<file path="src/rtl/cnn_pkg.sv">
// cnn_pkg
// Shared definitions for the LeNet-5 conv front end.
//   DEF_IMG_W / DEF_IMG_H : default image geometry in pixels
//   DEF_K                 : default kernel size (window array is K x K)
//   DEF_DW                : default pixel width
//   WIN_COUNT             : complete windows produced per frame at defaults
//   ctrl_state_t          : sequencing state of window_ctrl
package cnn_pkg;

    localparam int DEF_IMG_W = 32;
    localparam int DEF_IMG_H = 32;
    localparam int DEF_K     = 5;
    localparam int DEF_DW    = 8;

    localparam int WIN_COUNT = (DEF_IMG_W - DEF_K + 1) * (DEF_IMG_H - DEF_K + 1);

    typedef enum logic [1:0] {
        IDLE,
        RUN,
        DRAIN
    } ctrl_state_t;

endpackage

</file>
<file path="src/rtl/raster_counter.sv">
// raster_counter
// Column/row position of the next pixel in raster order.
//   clk, rst  : clock, asynchronous active-high reset
//   clear     : synchronous return to (0,0), used when a frame starts
//   en        : advance one pixel position
//   col, row  : current position
//   last_pix  : current position is the final pixel of the frame
// Advancing from the final pixel wraps both counters back to zero.
module raster_counter #(
    parameter int IMG_W = 32,
    parameter int IMG_H = 32
) (
    input  logic                     clk,
    input  logic                     rst,
    input  logic                     clear,
    input  logic                     en,
    output logic [$clog2(IMG_W)-1:0] col,
    output logic [$clog2(IMG_H)-1:0] row,
    output logic                     last_pix
);

    localparam int CW = $clog2(IMG_W);
    localparam int RW = $clog2(IMG_H);
    localparam logic [CW-1:0] COL_LAST = CW'(IMG_W - 1);
    localparam logic [RW-1:0] ROW_LAST = RW'(IMG_H - 1);

    assign last_pix = (col == COL_LAST) && (row == ROW_LAST);

    always_ff @(posedge clk or posedge rst) begin
        if (rst) begin
            col <= '0;
            row <= '0;
        end else if (clear) begin
            col <= '0;
            row <= '0;
        end else if (en) begin
            if (col == COL_LAST) begin
                col <= '0;
                row <= (row == ROW_LAST) ? '0 : row + 1'b1;
            end else begin
                col <= col + 1'b1;
            end
        end
    end

endmodule

</file>
<file path="src/rtl/window_ctrl.sv">
// window_ctrl
// Sequencing controller for the KxK sliding-window array.
//   clk, rst    : clock, asynchronous active-high reset
//   start       : begin a frame (honoured only when idle)
//   s_valid/s_data/s_ready : raster-order pixel stream in
//   shift_en    : shift strobe for window array and line buffers
//   pix_out     : pixel presented to the window row input
//   lb_addr     : line-buffer column address
//   win_valid/m_ready : window handshake with the conv engine
//   win_row/win_col   : top-left coordinate of the held window
//   busy        : a frame is in progress
//   frame_done  : one-cycle pulse after the frame is fully consumed
module window_ctrl
    import cnn_pkg::*;
#(
    parameter int IMG_W = DEF_IMG_W,
    parameter int IMG_H = DEF_IMG_H,
    parameter int K     = DEF_K,
    parameter int DW    = DEF_DW
) (
    input  logic                     clk,
    input  logic                     rst,
    input  logic                     start,
    input  logic                     s_valid,
    input  logic [DW-1:0]            s_data,
    output logic                     s_ready,
    output logic                     shift_en,
    output logic [DW-1:0]            pix_out,
    output logic [$clog2(IMG_W)-1:0] lb_addr,
    output logic                     win_valid,
    input  logic                     m_ready,
    output logic [$clog2(IMG_H)-1:0] win_row,
    output logic [$clog2(IMG_W)-1:0] win_col,
    output logic                     busy,
    output logic                     frame_done
);

    localparam int CW = $clog2(IMG_W);
    localparam int RW = $clog2(IMG_H);
    localparam logic [CW-1:0] COL_FIRST = CW'(K - 1);
    localparam logic [RW-1:0] ROW_FIRST = RW'(K - 1);

    ctrl_state_t   state;
    ctrl_state_t   state_next;
    logic [CW-1:0] col;
    logic [RW-1:0] row;
    logic          last_pix;
    logic          start_ok;
    logic          qualify;
    logic          frame_done_next;

    raster_counter #(
        .IMG_W (IMG_W),
        .IMG_H (IMG_H)
    ) u_raster_counter (
        .clk      (clk),
        .rst      (rst),
        .clear    (start_ok),
        .en       (shift_en),
        .col      (col),
        .row      (row),
        .last_pix (last_pix)
    );

    // A held, unconsumed window blocks new pixels so the window array
    // stays frozen while the conv engine applies backpressure.
    assign s_ready  = (state == RUN) && (!win_valid || m_ready);
    assign shift_en = s_valid && s_ready;
    assign pix_out  = s_data;
    assign lb_addr  = col;
    assign busy     = (state != IDLE);

    // The shift that completes a full in-image patch; earlier columns of
    // each row and the first K-1 rows only prime the line buffers.
    assign qualify = shift_en && (row >= ROW_FIRST) && (col >= COL_FIRST);

    always_ff @(posedge clk or posedge rst) begin
        if (rst) begin
            state      <= IDLE;
            frame_done <= 1'b0;
        end else begin
            state      <= state_next;
            frame_done <= frame_done_next;
        end
    end

    // A start coinciding with the frame_done pulse is dropped so a
    // back-to-back request cannot be confused with the frame just ended.
    always_comb begin
        state_next      = state;
        start_ok        = 1'b0;
        frame_done_next = 1'b0;
        case (state)
            IDLE: begin
                if (start && !frame_done) begin
                    state_next = RUN;
                    start_ok   = 1'b1;
                end
            end
            RUN: begin
                if (shift_en && last_pix) begin
                    state_next = DRAIN;
                end
            end
            DRAIN: begin
                if (!win_valid || m_ready) begin
                    state_next      = IDLE;
                    frame_done_next = 1'b1;
                end
            end
            default: begin
                state_next = IDLE;
            end
        endcase
    end

    // A consume and a new qualifying shift in the same cycle keep the
    // window valid and simply load the next coordinates.
    always_ff @(posedge clk or posedge rst) begin
        if (rst) begin
            win_valid <= 1'b0;
            win_row   <= '0;
            win_col   <= '0;
        end else if (qualify) begin
            win_valid <= 1'b1;
            win_row   <= row - ROW_FIRST;
            win_col   <= col - COL_FIRST;
        end else if (m_ready) begin
            win_valid <= 1'b0;
        end
    end

endmodule
</file>
<file path="config.mk">
export PLATFORM = sky130hd
export DESIGN_NAME = window_ctrl
export DESIGN_NICKNAME = d
export VERILOG_FILES = /design/src/rtl/cnn_pkg.sv /design/src/rtl/raster_counter.sv /design/src/rtl/window_ctrl.sv
export SDC_FILE = /design/constraint.sdc
export NUM_CORES = 1
export LEC_CHECK = 0
export BUFFER_PORTS_ARGS = -buffer_cell sky130_fd_sc_hd__buf_2
export CAP_MARGIN = 10
export CORE_ASPECT_RATIO = 1.2
export CORE_MARGIN = 5
export CORE_UTILIZATION = 45
export DETAILED_ROUTE_END_ITERATION = 8
export PLACE_DENSITY = 0.71
export SLEW_MARGIN = 0
export SYNTH_ARGS = -nofsm -noshare
export SYNTH_HDL_FRONTEND = slang
export SYNTH_SLANG_ARGS = --single-unit
</file>
<file path="constraint.sdc">
create_clock -name clk -period 3.1 [get_ports clk]
set_input_delay 0.31 -clock clk [delete_from_list [all_inputs] [get_ports clk]]
set_output_delay 0.31 -clock clk [all_outputs]
set_load 0.02 [all_outputs]
</file>
==> results of run 1 <==
==> critical path: stages (launching register included) <==
cell and delay [ps]:
dfrtp_1 510, ha_1 250, and2_1 140, ha_1 240
nand2_1 130, nor3_2 360, nand2_1 130, a21o_1 190
==> logic make-up after synthesis <==
logic type               count (synthesis)  share of synthesized area [%]
XOR/XNOR                                 2                           1.24
AO/OA/AOI/OAI                           19                           9.98
flip-flops                              24                           42.4
adder cells (fa/ha/maj)                 12                           10.6
buffers and inverters                   25                           10.4
AND/OR/NAND/NOR                         41                           16.4
multiplexers                            10                           8.92
==> worst paths after layout <==
check	from	endpoint	slack [ps]	cells after the start
worst min register to register	win_row[2]	win_row[2]	510	1
worst max-delay path	u_raster_counter.col[0]	state[0]	1060	7
max in group asynchronous	rst	win_col[4]	2380	2
min in group clk	m_ready	frame_done	330	3
worst min-delay path	rst	u_raster_counter.row[0]	160	2
worst max register to register	u_raster_counter.col[0]	state[0]	1060	7
==> layer usage <==
| metal | track usage, % | wire, um |
|---|---|---|
| met5 | 0 | 0 |
| met4 | 5.06 | 23 |
| met3 | 2.16 | 162 |
| met2 | 24.6 | 1490 |
| met1 | 16.3 | 1190 |
==> per-stage QoR <==
| stage | setup WS (ps) | instance area (um2) |
|---|---|---|
| after floorplan | 1240 | 1420 |
| after global placement | 1200 | 1490 |
| after detailed placement | 1090 | 1490 |
| after CTS | 1060 | 1530 |
| after global routing | 915 | 1530 |
| final | 1060 | 1530 |
==> sequential cells by signal (all words and copies together) (netlist names) <==
| signal | count |
|---|---|
| win_col | 5 |
| win_row | 5 |
| frame_done | 1 |
| win_valid | 1 |
| u_raster_counter.row | 5 |
| state | 2 |
| u_raster_counter.col | 5 |
==> power by group through the flow <==
stage                     combinational [mW]  sequential (mW)  clock [mW]
final                                  0.190            0.387       0.173
after floorplan                        0.119            0.407           0
after CTS                              0.193            0.385       0.177
after global routing                   0.214            0.394       0.188
after detailed placement               0.193            0.392           0
after global placement                 0.185            0.386           0
==> cell usage in the layout, fill, tap and decap left out, types with 2 or more instances in the layout <==
master    Yosys  layout
mux2i_1       4       4
and2_1        2       2
nor2b_1       2       2
xor2_1        2       2
a21oi_1       7       7
o21ai_0       4       4
nand2_1       7       7
nand3_1       5       5
ha_1         12      12
mux2_4        5       5
clkbuf_4      0       3
inv_1        14      14
o41ai_1       2       2
dfrtp_1      24      24
nor2_1        9       9
nand2b_1      4       4
buf_2         0      24
nand4_1       2       2
==> cell type report <==
type / count / share of cell area [%]
tap: 36 / 2.94
inverter: 14 / 3.43
multi-input combinational: 84 / 43.7
sequential: 24 / 39.2
clock buffer: 4 / 2.37
timing repair buffer: 25 / 8.34
==> metrics.md, run 1 <==
| Metric | Value |
|---|---|
| TritonCTS Buffers | `3` |
| #FFs+latches synth | `24` |
| Post-synth EDFFs | `0` |
| Final worst-path cycle share | `65.7%` |
| Worst Path Max Fanout | `7` |
| Synth Net Count | `158` |
| Fillers | `301` |
| Worst hold slack | `between 150 and 200 ps` |
| Root buffer cell | `clkbuf_4` |
| Synth area leaders | `dfrtp_1 42%, ha_1 11%, mux2_4 5.3%` |
| DRT Pass-1 Iters | `4` |
| Total Routed Length | `2860 um` |
| Worst-skew pair later-pin latency | `between 300 and 400 ps` |
| Most common cell in the netlist | `dfrtp_1` |
| Worst vdd ir | `0.000267 V` |
| Top post-synthesis cells by count | `24 x dfrtp_1, 14 x inv_1, 12 x ha_1, 9 x nor2_1, 8 x buf_4` |
| Vias per inst | `about 5.4` |
| Worst Setup End Kind | `register` |
| Routed len/inst | `15.3 um` |
| Unrepaired setup endpoints after global routing | `no` |
| Static leakage | `0.787 nW` |
| Num Clock Sinks | `24` |
| Final setup TNS | `0 ps` |
| Multi-input logic area | `668 um2` |
| Port buffer count | `24` |
| Yosys top cell area share | `42.4%` |
| Largest net degree at the start of global routing | `25` |
| Avg Inst Size Synth | `10.6 um2` |
| Async SR Flop Fraction | `100%` |
| Vias in the first global route | `around 1000` |
| GR Overflow Total | `0` |
| Post-DRT Antenna Nets | `0` |
| Area Growth Syn to Fin | `8.04%` |
| Initial Util | `between 40% and 50%` |
| Utilization after layout | `50.1%` |
| Gpl congestion | `~0.95` |
| Critical path arrival | `2270 ps` |
| Final instance count without filler cells | `187` |
| Final Power | `751 uW` |
| Full die area | `4370 um2` |
| Core area | `3060 um2` |
| Max clock buf depth | `2` |
| Primary FF master, synth | `dfrtp_1` |
| Ys Warns | `0` |
| Slew headroom | `38.5%` |
| Min Clock Period, post-route | `2040 ps` |
| Outcome | `complete, no violations` |
| Die H | `between 70 and 80 um` |
| Setup Skew | `1.90 ps` |
| Startpoint type of the worst setup path | `register` |
| Power share of the clock group | `between 20% and 30%` |
| Part of the power in registers | `between 50% and 60%` |
| Diode count | `0` |
| Reg area | `601 um2` |
| CTS tree | `done` |
| Max Clk Rate | `0.491 GHz` |
| Initial DRC count | `42` |
| DRC violations left | `0` |
| Total GRT Usage | `13.9%` |
| Kind of critical path | `reg -> reg` |
| MaxCap Viol Count | `0` |
| Final Setup Violations | `0` |
| Yosys cell types | `37` |
| Number of nets in the layout | `177` |
| I/O pins | `41` |
| PD cells | `490 nW/um2` |
| Cell count after synthesis | `about 130` |
| Int Pwr | `483 uW` |
| WP data required | `3330 ps` |
| Clock-pin slew on the worst setup and hold paths | `between 100 and 150 ps` |
| DP HPWL | `2150 um` |
| Seq/Total Area, Yosys | `between 40% and 50%` |
| Hold-fix buffers at CTS | `0` |
| Combinational fraction of design power | `between 20% and 30%` |
| Hold Vio Cnt, Final | `0` |
| Sw Share | `35.7%` |
| Slew @ Worst Pin | `921 ps` |
| DP Cell Count | `~180` |
| Die X | `61.2 um` |
| Mapped Area | `1420 um2` |
| First-pass GRT wire length | `4660 um` |
| Postcts setup bufs | `0` |
| Synth area leader | `dfrtp_1` |
| CTS resizes | `0` |
| Fin. max-slew vios | `0` |
| Via Count | `a little over 1000` |
| Sw power | `268 uW` |
| Row count | `22` |
| Hold WC Path Type | `in -> async` |
| Layout cells sized above 1 | `27.8%` |
| CTS H-Tree Depth | `1` |
| Initial antenna violation count | `0` |
(Power assumes the default switching activity.)
==> inputs of run 2 (changes only) <==
- ABC_AREA: unset -> 1
- clock period: 3.1 -> 1.9 ns (I/O delays scaled with it)
==> metrics.md, run 2 <==
| Metric | Value |
|---|---|
| Family with the most delay on the worst path | `simple AND/OR/NAND/NOR gates` |
| Gpl congestion | `0.792 (-16%)` |
| Avg Inst Size Synth | `8.12 um2 (-24%)` |
| Full die area | `4450 um2 (+1.7%)` |
| Seq/Total Area, Yosys | `41.6% (-0.84 points)` |
| CP max stage cell | `dfrtp_1` |
| Layout cells sized above 1 | `19.7% (-8.1 points)` |
| Reg2Reg Depth | `7 (unchanged)` |
| Num Clock Sinks | `24 (unchanged)` |
| CTS tree | `done` |
| Worst hold slack | `218 ps (+54.6 ps)` |
| Critical path arrival | `1820 ps (-450 ps)` |
| Ys Warns | `0 (unchanged)` |
| Vias per inst | `4.91 (-9.0%)` |
| Core area | `3080 um2 (+0.90%)` |
| Port buffer count | `24 (unchanged)` |
| Initial Util | `46.9% (+0.52 points)` |
| Fin. max-slew vios | `0 (unchanged)` |
| Post-synth EDFFs | `0 (unchanged)` |
| Multi-input logic area | `657 um2 (-1.7%)` |
| Outcome | `complete, no violations` |
| Die H | `72.1 um (+0.87%)` |
| Cell Chain, Critical Path | `inv_1, ha_1, nand2_1, nand3_1, nand3_2, nand2_1, nand2_1` |
| Kind of critical path | `reg -> reg` |
| Worst Setup End Kind | `register` |
| Routed len/inst | `12.2 um (-20%)` |
| Worst Path Buf+Inv | `1 (+1)` |
| Largest net degree at the start of global routing | `25 (unchanged)` |
| TritonCTS Buffers | `3 (unchanged)` |
| Hold WC Path Type | `in -> reg` |
| Async SR Flop Fraction | `100% (unchanged)` |
| Static leakage | `0.940 nW (+20%)` |
| GR Overflow Total | `0 (unchanged)` |
| Post-DRT Antenna Nets | `0 (unchanged)` |
| DP HPWL | `2210 um (+3.0%)` |
| Synth Net Count | `203 (+28%)` |
| Via Count | `1149 (+14%)` |
| Worst vdd ir | `0.000769 V (+190%)` |
| Worst-skew pair later-pin latency | `320 ps (about the same)` |
| Hold Crit Start | `start` |
| Reg2Reg Setup Slack | `310 ps (-750 ps)` |
| Final setup TNS | `0 ps (unchanged)` |
| DP Area | `1540 um2 (+3.1%)` |
| Commonest non-fill, non-tap cell in the layout | `nand2_1` |
| Final instance area | `1590 um2 (+3.7%)` |
| RR Endpoint | `win_col[2]` |
| I/O pins | `41 (unchanged)` |
| First-pass GRT wire length | `4730 um (+1.5%)` |
| CTS resizes | `0 (unchanged)` |
| Final worst-path cycle share | `83.5% (+18 points)` |
| #FFs+latches synth | `24 (unchanged)` |
| Total Routed Length | `2860 um (-0.14%)` |
| Crit path largest cell delay | `460 ps (-50 ps)` |
| Yosys top cell area share | `41.6% (-0.84 points)` |
| WP data required | `2130 ps (-1200 ps)` |
| Row count | `22 (unchanged)` |
| Max Clk Rate | `0.630 GHz (+28%)` |
| Initial DRC count | `34 (-19%)` |
| MaxCap Viol Count | `0 (unchanged)` |
| Min Clock Period, post-route | `1590 ps (-451 ps)` |
| Vias in the first global route | `1095 (+6.7%)` |
| Fillers | `313 (+4.0%)` |
| Postcts setup bufs | `0 (unchanged)` |
| Clock-pin slew on the worst setup and hold paths | `140 ps (about the same)` |
| Total GRT Usage | `13.9% (+0.071 points)` |
| Top post-synthesis cells by count | `60 x nand2_1, 24 x dfrtp_1, 21 x inv_1, 12 x ha_1, 12 x nand4_1` |
| Yosys cell types | `21 (-43%)` |
| Diode count | `0 (unchanged)` |
| DRC violations left | `0 (unchanged)` |
| Hold Vio Cnt, Final | `0 (unchanged)` |
| Worst path most repeated cell | `nand2_1` |
| Startpoint type of the worst setup path | `register` |
| Most common cell in the netlist | `nand2_1` |
| Worst Hold Path Cells | `3` |
| Hold Path End | `state[0]` |
| Setup Skew | `7.44 ps (+5.54 ps)` |
| Unrepaired setup endpoints after global routing | `no` |
| PD cells | `1500 nW/um2 (+210%)` |
| DRT Pass-1 Iters | `4 (unchanged)` |
| Area Growth Syn to Fin | `9.78%` |
| Number of nets in the layout | `224 (+27%)` |
| Initial antenna violation count | `0 (unchanged)` |
| Mapped Area | `1450 um2 (+2.0%)` |
| Root buffer cell | `clkbuf_4` |
| CTS H-Tree Depth | `1 (unchanged)` |
| Synth area leader | `dfrtp_1` |
| Primary FF master, synth | `dfrtp_1` |
| Worst r2r src | `u_raster_counter.col[0]` |
| Max clock buf depth | `2 (unchanged)` |
| Slew headroom | `79.6% (+41 points)` |
| Final Setup Violations | `0 (unchanged)` |
| Cell count after synthesis | `178 (+34%)` |
| Slew @ Worst Pin | `306 ps (-615 ps)` |
| Worst Path Max Fanout | `11 (+4)` |
| Synth area leaders | `dfrtp_1 42%, nand2_1 16%, ha_1 10%` |
| Most frequent cells in the layout | `60 x nand2_1, 24 x dfrtp_1, 24 x buf_2, 21 x inv_1` |
| Die X | `61.7 um (+0.84%)` |
| Reg area | `601 um2 (unchanged)` |
## run 2: changes by cell type in the layout (fill, tap and decap cells not counted), sizes merged, moves of 3 or more
| cell | previous run | this run |
|---|---|---|
| inv | 14 | 24 |
| nand2 | 7 | 61 |
| mux2i | 4 | 0 |
| nand4 | 2 | 12 |
| nand2b | 4 | 0 |
| a21oi | 7 | 0 |
| and2 | 3 | 0 |
| nand3 | 6 | 13 |
| mux2 | 6 | 0 |
## run 2: cells by family (layout without fill, tap and decap cells)
group           count (synthesis)  count (layout)  share of synthesized area [%]
simple gates                   97              97                           30.7
flops                          24              24                           41.6
buf+inv                        36              56                           13.0
fa+ha+maj                      12              12                           10.4
xor+xnor                        4               4                           2.42
compound gates                  5               5                           1.91
## run 2: metal layers
| metal | vias to the layer above | global-route usage [%] | share of wire [%] |
|---|---|---|---|
| li1 | 594 | - | - |
| met2 | 30 | 23.7 | 49 |
| met5 | - | 0 | 0 |
| met4 | 0 | 6.37 | 1.9 |
| met3 | 6 | 3.02 | 6.4 |
| met1 | 519 | 16.2 | 43 |
## run 2: worst max-delay path by stage
stage,start,endpoint,slack [ps],depth (start not counted)
after floorplan,u_raster_counter.col[0],u_raster_counter.row[0],440,9
after global placement,u_raster_counter.col[3],win_col[3],360,7
after detailed placement,u_raster_counter.col[0],win_col[2],330,7
after CTS,u_raster_counter.col[0],win_col[2],290,7
after global routing,u_raster_counter.col[0],win_col[2],170,7
final,u_raster_counter.col[0],win_col[2],310,7
## run 2: repair_timing
item / in CTS / in global routing
hold buffers: 1 / 0
endpoints found under the hold margin: 24 / 0
endpoints found under the setup margin: 0 / 0
## run 2: layout make-up
class	count	area share, %
clock buffer	4	2.29
inverter	24	5.99
multi-input combinational	118	41.4
sequential	24	37.9
tap	36	2.84
timing repair buffer	28	9.62
## run 2: power by group
part / total [mW] / internal [mW] / switching (mW)
clock: 0.274 / 0.117 / 0.157
sequential: 0.892 / 0.699 / 0.193
combinational: 1.21 / 0.431 / 0.779
total: 2.38 / 1.25 / 1.13
## run 2: worst reg2reg max path, delay by kind of cell, from the launching register on
family | cells | cell delay (ps)
flops | 1 | 460
simple gates | 5 | 760
fa+ha+maj | 1 | 160
buf+inv | 1 | 120
## run 2: stage by stage
| stage | worst slack [ps] | instances | power, mW | util (%) |
|---|---|---|---|---|
| floorplan | 440 | 178 | 1.78 | - |
| global placement | 363 | 229 | 2.09 | 50.0 |
| detailed placement | 330 | 229 | 2.12 | 50.0 |
| CTS | 294 | 234 | 2.40 | 51.5 |
| global route | 171 | 234 | 2.59 | 51.5 |
| finish | 313 | 234 | 2.38 | 51.5 |
